[src/rtl/tug_match_controller.sv]
`default_nettype none
// ============================================================================
// Module   : tug_match_controller
// Purpose  : Tug-of-war match sequencer. Tracks the rope-light position,
//            arbitrates the two player keys, keeps per-player scores on two
//            active-low 7-segment digits and declares a match winner.
// Options  : TUG_AUTO_RESTART_EN - when defined, the OVER state times out
//            after 4*HOLD_CYCLES clocks and returns to IDLE on its own.
// Revision : 1.0 - initial release
// ============================================================================
module tug_match_controller #(
    parameter int NUM_LIGHTS  = 9,   // odd, 3..10
    parameter int WIN_SCORE   = 7,   // 1..9, one decimal digit per score
    parameter int HOLD_CYCLES = 4    // >= 1
) (
    input  logic                  clock,
    input  logic                  reset,      // asynchronous, active-low
    input  logic                  start,
    input  logic                  LeftKEY,
    input  logic                  RightKEY,
    output logic [NUM_LIGHTS-1:0] LEDR,
    output logic [6:0]            HEX5,
    output logic [6:0]            HEX0,
    output logic                  match_done,
    output logic [1:0]            winner
);

    // ------------------------------------------------------------------------
    // Derived widths and constants
    // ------------------------------------------------------------------------
    localparam int POS_W   = $clog2(NUM_LIGHTS);
    localparam int SCORE_W = $clog2(WIN_SCORE + 1);
    localparam int HOLD_W  = $clog2(HOLD_CYCLES + 1);

    localparam logic [POS_W-1:0]      POS_CENTRE  = POS_W'(NUM_LIGHTS / 2);
    localparam logic [POS_W-1:0]      POS_LEFT    = POS_W'(NUM_LIGHTS - 1);
    localparam logic [POS_W-1:0]      POS_RIGHT   = '0;
    localparam logic [SCORE_W-1:0]    SCORE_WIN   = SCORE_W'(WIN_SCORE);
    localparam logic [HOLD_W-1:0]     HOLD_LAST   = HOLD_W'(HOLD_CYCLES - 1);
    localparam logic [NUM_LIGHTS-1:0] LEDR_CENTRE = NUM_LIGHTS'(1) << (NUM_LIGHTS / 2);

    // Match state encoding
    localparam logic [1:0] ST_IDLE  = 2'd0;
    localparam logic [1:0] ST_PLAY  = 2'd1;
    localparam logic [1:0] ST_POINT = 2'd2;
    localparam logic [1:0] ST_OVER  = 2'd3;

    // Winner encoding on the output port
    localparam logic [1:0] WIN_NONE  = 2'b00;
    localparam logic [1:0] WIN_LEFT  = 2'b01;
    localparam logic [1:0] WIN_RIGHT = 2'b10;

    // Which player scored the point currently being held
    localparam logic SCORER_LEFT  = 1'b0;
    localparam logic SCORER_RIGHT = 1'b1;

    // ------------------------------------------------------------------------
    // State registers
    // ------------------------------------------------------------------------
    logic [1:0]         state_q,     state_d;
    logic [POS_W-1:0]   pos_q,       pos_d;
    logic [SCORE_W-1:0] score_l_q,   score_l_d;
    logic [SCORE_W-1:0] score_r_q,   score_r_d;
    logic [HOLD_W-1:0]  hold_cnt_q,  hold_cnt_d;
    logic               scorer_q,    scorer_d;
    logic [1:0]         winner_q,    winner_d;
    logic               left_key_q,  left_key_d;
    logic               right_key_q, right_key_d;

`ifdef TUG_AUTO_RESTART_EN
    localparam int OVER_CYCLES = 4 * HOLD_CYCLES;
    localparam int OVER_W      = $clog2(OVER_CYCLES + 1);
    localparam logic [OVER_W-1:0] OVER_LAST = OVER_W'(OVER_CYCLES - 1);

    logic [OVER_W-1:0] over_cnt_q, over_cnt_d;
`endif

    // ------------------------------------------------------------------------
    // Key edge detection: a press is a rising edge of the synchronised key.
    // A press by both players in the same cycle cancels out entirely.
    // ------------------------------------------------------------------------
    logic w_press_l;
    logic w_press_r;
    logic w_press_l_only;
    logic w_press_r_only;
    logic [SCORE_W-1:0] w_scorer_score;

    assign w_press_l      = LeftKEY  & ~left_key_q;
    assign w_press_r      = RightKEY & ~right_key_q;
    assign w_press_l_only = w_press_l & ~w_press_r;
    assign w_press_r_only = w_press_r & ~w_press_l;
    assign w_scorer_score = (scorer_q == SCORER_RIGHT) ? score_r_q : score_l_q;

    // ------------------------------------------------------------------------
    // 7-segment decode, active-low, segment g is the MSB
    // ------------------------------------------------------------------------
    function automatic logic [6:0] seg7(input logic [3:0] digit);
        case (digit)
            4'd0:    seg7 = 7'b1000000;
            4'd1:    seg7 = 7'b1111001;
            4'd2:    seg7 = 7'b0100100;
            4'd3:    seg7 = 7'b0110000;
            4'd4:    seg7 = 7'b0011001;
            4'd5:    seg7 = 7'b0010010;
            4'd6:    seg7 = 7'b0000010;
            4'd7:    seg7 = 7'b1111000;
            4'd8:    seg7 = 7'b0000000;
            4'd9:    seg7 = 7'b0010000;
            default: seg7 = 7'b1111111;
        endcase
    endfunction

    // Next-state logic for the match sequencer, position, scores and winner
    always_comb begin
        state_d     = state_q;
        pos_d       = pos_q;
        score_l_d   = score_l_q;
        score_r_d   = score_r_q;
        hold_cnt_d  = hold_cnt_q;
        scorer_d    = scorer_q;
        winner_d    = winner_q;
        left_key_d  = LeftKEY;
        right_key_d = RightKEY;
`ifdef TUG_AUTO_RESTART_EN
        over_cnt_d  = over_cnt_q;
`endif

        case (state_q)
            ST_IDLE: begin
                // Light sits in the middle; keys have no effect until start
                pos_d = POS_CENTRE;
                if (start) begin
                    state_d = ST_PLAY;
                end
            end

            ST_PLAY: begin
                if (w_press_l_only) begin
                    if (pos_q == POS_LEFT) begin
                        // Pulled off the left edge: point to the left player
                        if (score_l_q != SCORE_WIN) begin
                            score_l_d = score_l_q + 1'b1;
                        end
                        scorer_d   = SCORER_LEFT;
                        hold_cnt_d = '0;
                        state_d    = ST_POINT;
                    end else begin
                        pos_d = pos_q + 1'b1;
                    end
                end else if (w_press_r_only) begin
                    if (pos_q == POS_RIGHT) begin
                        // Pulled off the right edge: point to the right player
                        if (score_r_q != SCORE_WIN) begin
                            score_r_d = score_r_q + 1'b1;
                        end
                        scorer_d   = SCORER_RIGHT;
                        hold_cnt_d = '0;
                        state_d    = ST_POINT;
                    end else begin
                        pos_d = pos_q - 1'b1;
                    end
                end
            end

            ST_POINT: begin
                // Lights stay dark for HOLD_CYCLES clocks, then either the
                // match ends or play resumes from the centre
                if (hold_cnt_q == HOLD_LAST) begin
                    hold_cnt_d = '0;
                    if (w_scorer_score == SCORE_WIN) begin
                        state_d  = ST_OVER;
                        winner_d = (scorer_q == SCORER_RIGHT) ? WIN_RIGHT : WIN_LEFT;
`ifdef TUG_AUTO_RESTART_EN
                        over_cnt_d = '0;
`endif
                    end else begin
                        pos_d   = POS_CENTRE;
                        state_d = ST_PLAY;
                    end
                end else begin
                    hold_cnt_d = hold_cnt_q + 1'b1;
                end
            end

            default: begin
                // ST_OVER: winner is held until the match is cleared
                if (start) begin
                    state_d   = ST_IDLE;
                    pos_d     = POS_CENTRE;
                    score_l_d = '0;
                    score_r_d = '0;
                    winner_d  = WIN_NONE;
                end
`ifdef TUG_AUTO_RESTART_EN
                else if (over_cnt_q == OVER_LAST) begin
                    state_d   = ST_IDLE;
                    pos_d     = POS_CENTRE;
                    score_l_d = '0;
                    score_r_d = '0;
                    winner_d  = WIN_NONE;
                end else begin
                    over_cnt_d = over_cnt_q + 1'b1;
                end
`else
                // Without auto-restart the finished match waits for start
`endif
            end
        endcase
    end

    // Match state registers with asynchronous active-low clear
    always_ff @(posedge clock or negedge reset) begin
        if (!reset) begin
            state_q     <= ST_IDLE;
            pos_q       <= POS_CENTRE;
            score_l_q   <= '0;
            score_r_q   <= '0;
            hold_cnt_q  <= '0;
            scorer_q    <= SCORER_LEFT;
            winner_q    <= WIN_NONE;
            left_key_q  <= 1'b0;
            right_key_q <= 1'b0;
        end else begin
            state_q     <= state_d;
            pos_q       <= pos_d;
            score_l_q   <= score_l_d;
            score_r_q   <= score_r_d;
            hold_cnt_q  <= hold_cnt_d;
            scorer_q    <= scorer_d;
            winner_q    <= winner_d;
            left_key_q  <= left_key_d;
            right_key_q <= right_key_d;
        end
    end

`ifdef TUG_AUTO_RESTART_EN
    // Timeout counter for the automatic return from OVER
    always_ff @(posedge clock or negedge reset) begin
        if (!reset) begin
            over_cnt_q <= '0;
        end else begin
            over_cnt_q <= over_cnt_d;
        end
    end
`endif

    // Light pattern: centre in IDLE, position in PLAY, dark in POINT, all lit in OVER
    always_comb begin
        case (state_q)
            ST_IDLE:  LEDR = LEDR_CENTRE;
            ST_PLAY:  LEDR = NUM_LIGHTS'(1) << pos_q;
            ST_POINT: LEDR = '0;
            default:  LEDR = '1;
        endcase
    end

    assign HEX5       = seg7(4'(score_l_q));
    assign HEX0       = seg7(4'(score_r_q));
    assign match_done = (state_q == ST_OVER);
    assign winner     = winner_q;

endmodule
`default_nettype wire

[config.mk]
export PLATFORM = sky130hd
export DESIGN_NAME = tug_match_controller
export DESIGN_NICKNAME = d
export VERILOG_FILES = /design/src/rtl/tug_match_controller.sv
export SDC_FILE = /design/constraint.sdc
export NUM_CORES = 1
export LEC_CHECK = 0
export ABC_AREA = 1
export CAP_MARGIN = 30
export CORE_MARGIN = 2
export CORE_UTILIZATION = 55
export DETAILED_ROUTE_END_ITERATION = 7
export PLACE_DENSITY = 0.83
export SETUP_SLACK_MARGIN = 0.3
export SYNTH_ARGS = -nofsm -noshare
export SYNTH_HDL_FRONTEND = slang
export SYNTH_SLANG_ARGS = --single-unit
[constraint.sdc]
create_clock -name clock -period 3.71 [get_ports clock]
set_input_delay 0.742 -clock clock [delete_from_list [all_inputs] [get_ports clock]]
set_output_delay 0.742 -clock clock [all_outputs]
set_load 0.005 [all_outputs]
==> impl_metrics.csv, run 1 <==
group,metric,value,unit
setup_path,crit_chain,"inv_2, nor2_4, inv_2, o21ai_0, clkdlybuf4s50_1",
setup_path,cp-start-kind,"flop",
sta,rsz0062_at_grt,"no",
synth,yosys.area.top_type,"dfrtp_1",
synth,syn_inst,219,
route,drt_iter0_markers,43,
global_routing,grt_pass1_wl,5520,um
setup_path,worstPathRequired,2970,ps
layout,antenna_cells,0,
clock_tree,post_cts_resized,0,
global_routing,grt_antenna_before_repair,0,
clock_tree,cts_root_buf,"clkbuf_4",
sta,skew,11.0,ps
synth,ys_top_cells_by_area,"dfrtp_1 (31%), ha_1 (15%), nand2_1 (14%), inv_1 (7.3%), nand3_1 (6.5%)",
setup_path,cp_common_cell,"inv_2",
pwr,intPower,0.686,mW
synth,syn_nets,242,
global_routing,grt_max_degree,21,
sta,setup-tns-final,0,ps
pwr,power.density,660,nW/um^2
placement,hpwl,2500,um
sta,fmax,353,MHz
route,viasPerCell,5.09,
route,antenna_left,0,
synth,ys_seq_area_share,32.7,%
floorplan,fp-row-count,19,
global_routing,grt_pass1_vias,1323,
setup_path,crit_arrival,2090,ps
clock_tree,numCtsBuffers,3,
pwr,cellLeakagePower,0.927,nW
setup_path,endpoint_kind,"output port",
worst_hold_path,holdCritPathClass,"reg -> reg",
clock_tree,clk_path_buf_depth,2,
clock_tree,clk_pin_slew,120,ps
sta,drv_slew,0,
placement,place_area,1850,sq um
pwr,p_comb_share,60.3,%
placement,gp_congestion,0.894,
layout,drive_gt1_share,6.00,%
global_routing,grtUsageMet3,4.15,%
clock_tree,clkSinkCount,20,
floorplan,die_w,56.8,um
route,routedWlPerCell,11.3,um
clock_tree,cts_tree,"yes",
sta,max-slew-margin-rel,42.0,%
setup_path,crit_type,"reg -> out",
global_routing,use_met2,34.1,%
setup_path,worst_path_max_delay_cell,"dfrtp_1",
route,dr.pass1.iters,4,
placement,dp_cells,277,
global_routing,top_usage_layer,"met2",
synth,synth_seq_cells,20,
layout,final_design_area_no_fill,1880,sq um
pwr,pwr-share-seq,30.6,%
setup_path,slowest_delay,540,ps
layout,layout.cells.non_filler,281,
sta,fin_crit,2840,ps
pwr,clkPwrFrac,9.1,%
floorplan,initial_core_util,56.6,%
sta,final-setup-viol-count,0,
floorplan,die-area,3230,sq um
outcome,status,"complete, no violations",
clock_tree,cts-htree-levels,1,
pwr,switching_share,44.8,%
floorplan,die_y,56.8,um
pwr,ir_worst_vdd,0.000518,V
pwr,power,1.24,mW
synth,syn_area,1540,sq um
synth,syn_area_per_cell,7.01,sq um
pwr,p_switching,0.556,mW
synth,synth_top_area_share,31.0,%
setup_path,cp_max_fo,11,
route,num_vias,1429,
clock_tree,cts_hold_buf,0,
sta,finalHoldViolCount,0,
route,drt_wl_total,3170,um
route,drcViolationCount,0,
global_routing,grt_usage,21.4,%
clock_tree,cts_setup_buffers,0,
run,cap_violations,0,
global_routing,met1_usage,30.3,%
layout,area_growth,22.5,%
synth,yosysUniqueCellTypes,21,
clock_tree,clk_latency,310,ps
global_routing,overflow,0,
layout,finalNetCount,274,
sta,period_share,76.5,%
floorplan,ioPinCount,31,
sta,worst_pin_slew,868,ps
worst_hold_path,whs_path_depth,1,
placement,port_buffers,30,
setup_path,ff2ff_path_depth,12,
synth,ys_warn_count,0,
floorplan,core,2710,sq um
-- cell families (layout without fill, tap and decap cells) --
| family | Yosys count | count (layout) | synth area share (%) |
|---|---|---|---|
| xor gates and xnor gates | 2 | 2 | 1.14 |
| adders and majority gates | 18 | 18 | 14.7 |
| buffers and inverters | 37 | 68 | 9.62 |
| and+or+nand+nor | 110 | 110 | 31.5 |
| DFF | 20 | 20 | 32.7 |
| AOI/OAI and AO/OA | 32 | 32 | 10.4 |
-- metal layers --
metal  vias up  part of all wire (%)
met1       645                    49
met4         0                  0.54
met2        18                    47
met5         -                     0
li1        764                     -
met3         2                   3.0
-- synth_stat cells (all sizes together) --
cell type and count:
a21oi 1, and2 1, buf 2, clkbuf 1, dfrtp 19, dfstp 1
ha 18, inv 34, nand2 61, nand3 21, nand4 3, nor2 23
nor3 1, o21ai 31, xor2 2
-- stage by stage --
stage                     setup slack [ps]  hold WS, ps  utilization, %
after floorplan                       1640          442               -
after global placement                 992          456            68.4
after detailed placement               948          465            68.4
after CTS                              853          492            69.4
after global routing                   714          512            69.4
final                                  874          489            69.4
-- final cells by class --
type / count / area [sq um]
timing repair buffer: 30 / 300
multi-input combinational: 162 / 886
clock buffer: 4 / 26.3
sequential: 20 / 502
inverter: 34 / 128
tap: 31 / 38.8
fill: 250 / 830
-- power groups by stage --
stage	combinational [mW]	clock [mW]	sequential [mW]
after detailed placement	0.748	0	0.385
after floorplan	0.464	0	0.358
final	0.749	0.113	0.380
after CTS	0.753	0.112	0.380
after global placement	0.736	0	0.383
after global routing	0.856	0.119	0.391
-- cells in the final DEF (no fill, tap or decap), drive strengths merged --
| cell | n |
|---|---|
| nand3 | 21 |
| inv | 34 |
| xor2 | 2 |
| nand2 | 61 |
| nand4 | 3 |
| nor2 | 23 |
| and2 | 1 |
| a21oi | 1 |
| o21ai | 31 |
| nor3 | 1 |
| clkbuf | 4 |
| ha | 18 |
| clkdlybuf4s50 | 30 |
| dfrtp | 19 |
| dfstp | 1 |
-- final timing paths --
check                      slack (ps)           from       endpoint
hold reg to reg                   490  hold_cnt_q[0]  hold_cnt_q[0]
hold / removal                    490  hold_cnt_q[0]  hold_cnt_q[0]
setup reg to reg                 1790    right_key_q       pos_q[2]
setup / recovery                  870     state_q[0]        LEDR[8]
max in group asynchronous        2260          reset   score_l_q[2]
min in group asynchronous         910          reset       scorer_q
-- sequential cells by signal, indices dropped and copies added (netlist names) --
name         count
pos_q            4
hold_cnt_q       3
score_l_q        3
score_r_q        3
state_q          2
winner           2
left_key_q       1
right_key_q      1
scorer_q         1
-- worst max-delay path, delay by kind of cell (launching register included) --
kind	cells	cell delay (ps)
buffers and inverters	3	750
DFF	1	540
and+or+nand+nor	1	260
AOI/OAI and AO/OA	1	220
Note: power is estimated with default switching activity, not from simulation.
==> run 2: changes to the inputs <==
CORE_UTILIZATION = 51   (was 55)
PLACE_DENSITY = 0.77   (was 0.83)
clock period = 2.68 ns   (was 3.71 ns; I/O delays follow)
==> run 2 against run 1 <==
Critical path depth decreased by 1; first-iteration DRC count increased by 35%; global-route usage decreased by 0.76 points; clock power increased by 58%; sequential cell count unchanged; critical endpoint is now LEDR[1]; critical path type unchanged; total power increased by 49%; cell count increased by 3.2%; wire length increased by 7.7%; sequential power increased by 35%; setup slack got worse by 530 ps.
==> impl_metrics.csv, run 2 (synthesized netlist as in run 1, its figures left out) <==
group,metric,value,unit
placement,hpwl,2420,um
floorplan,initial_core_util,54.7,%
setup_path,worst_r2r_endpoint,"pos_q[2]",
clock_tree,clk_latency,310,ps
setup_path,crit_type,"reg -> out",
sta,fmax,428,MHz
layout,layout_commonest_cell,"nand2_1",
global_routing,overflow,0,
pwr,power,1.85,mW
outcome,status,"complete, no violations",
global_routing,grtUsageMet3,4.62,%
sta,rsz0062_at_grt,"yes",
clock_tree,clkSinkCount,20,
sta,period_share,87.2,%
setup_path,endpoint_kind,"output port",
sta,final-setup-viol-count,0,
global_routing,grt_max_degree,21,
route,viasPerCell,5.07,
placement,preCtsSetupSlack,132,ps
global_routing,grt_antenna_before_repair,0,
pwr,pwr-share-seq,27.7,%
run,cap_violations,0,
setup_path,cp-start-kind,"flop",
placement,gp_congestion,0.831,
sta,max-slew-margin-rel,80.0,%
layout,drive_gt1_share,13.9,%
floorplan,die-area,3470,sq um
setup_path,reg2reg_slack,810,ps
route,routedWlPerCell,11.8,um
floorplan,die_w,58.9,um
clock_tree,clk_path_buf_depth,2,
worst_hold_path,min_from,"hold_cnt_q[2]",
pwr,switching_share,43.8,%
pwr,cellLeakagePower,1.05,nW
setup_path,worstPathRequired,2140,ps
route,drt_wl_total,3420,um
sta,worst_pin_slew,299,ps
worst_hold_path,whs_path_depth,2,
route,drt_iter0_markers,58,
sta,setup-tns-final,0,ps
global_routing,grt_pass1_wl,5540,um
pwr,power.density,930,nW/um^2
layout,largest_reg_flops,4,
sta,drv_slew,0,
sta,finalHoldViolCount,0,
worst_hold_path,holdCritPathClass,"reg -> reg",
clock_tree,numCtsBuffers,3,
global_routing,met1_usage,29.0,%
clock_tree,clk_pin_slew,120,ps
clock_tree,cts_root_buf,"clkbuf_4",
worst_hold_path,min_to,"hold_cnt_q[2]",
placement,dp_cells,278,
sta,worst_slack,343,ps
route,dr.pass1.iters,5,
floorplan,core,2810,sq um
floorplan,ioPinCount,31,
floorplan,die_y,58.9,um
clock_tree,cts-htree-levels,1,
clock_tree,cts_tree,"yes",
layout,top_register,"pos_q",
sta,skew,4.30,ps
pwr,ir_worst_vdd,0.000678,V
global_routing,grt_pass1_vias,1308,
pwr,p_switching,0.812,mW
sta,fin_crit,2340,ps
global_routing,top_usage_layer,"met2",
setup_path,cp_max_fo,5,
setup_path,crit_arrival,1800,ps
placement,port_buffers,30,
layout,finalNetCount,283,
layout,area_growth,29.7,%
route,num_vias,1471,
pwr,p_comb_share,62.6,%
floorplan,fp-row-count,19,
route,drcViolationCount,0,
setup_path,worstReg2RegStart,"right_key_q",
route,antenna_left,0,
pwr,clkPwrFrac,9.7,%
layout,layout.cells.non_filler,290,
clock_tree,cts_hold_buf,0,
global_routing,grt_usage,20.6,%
layout,antenna_cells,0,
setup_path,ff2ff_path_depth,12,
global_routing,use_met2,32.9,%
placement,place_area,1860,sq um
pwr,intPower,1.04,mW
layout,mostFrequentLayoutCells,"nand2_1 (58), inv_1 (28), clkdlybuf4s50_1 (25)",
layout,final_design_area_no_fill,1990,sq um
==> run 2: area by class of cell <==
type	instances	area [sq um]
clock buffers	4	36.3
inverters	34	128
multi-input cells	162	900
fillers	241	813
repair buffers	39	380
flip-flops and latches	20	509
well taps	31	38.8
==> run 2: routing by layer <==
layer,routed length (um),vias up
met1,1650,647
met4,29,0
met3,213,4
li1,-,778
met5,0,-
met2,1530,42
==> run 2: power by group through the flow <==
stage	combinational (mW)	sequential (mW)	clock, mW
floorplan	0.642	0.496	0
global placement	1.03	0.533	0
detailed placement	1.04	0.535	0
CTS	1.12	0.515	0.180
global route	1.31	0.520	0.191
finish	1.16	0.513	0.179
==> run 2: worst max path at each step <==
stage	start	slack, ps	depth (start not counted)	endpoint
after floorplan	RightKEY	810	13	pos_q[2]
after detailed placement	RightKEY	130	14	pos_q[2]
final	pos_q[3]	340	4	LEDR[1]
after global routing	pos_q[3]	250	5	LEDR[8]
after global placement	RightKEY	150	14	pos_q[2]
after CTS	state_q[0]	280	5	LEDR[8]
==> run 2: stage by stage <==
step | hold WS [ps] | utilization, %
after floorplan | 240 | -
after global placement | 455 | 66.4
after detailed placement | 464 | 66.4
after CTS | 491 | 69.5
after global routing | 531 | 71.0
final | 485 | 71.0
==> run 2: what timing repair did <==
action | 4_1_cts | 5_1_grt
resized for setup | 4 | 15
buffers inserted | 6 | 2
hold endpoints to repair | 0 | 0
pin swaps | 1 | 1
setup endpoints to repair | 12 | 13
==> run 2: worst max-delay path, stage by stage, from the launching register on <==
cell	delay, ps
dfrtp_2	470
nor2_1	170
nand2_1	120
o21ai_0	200
clkdlybuf4s50_1	540
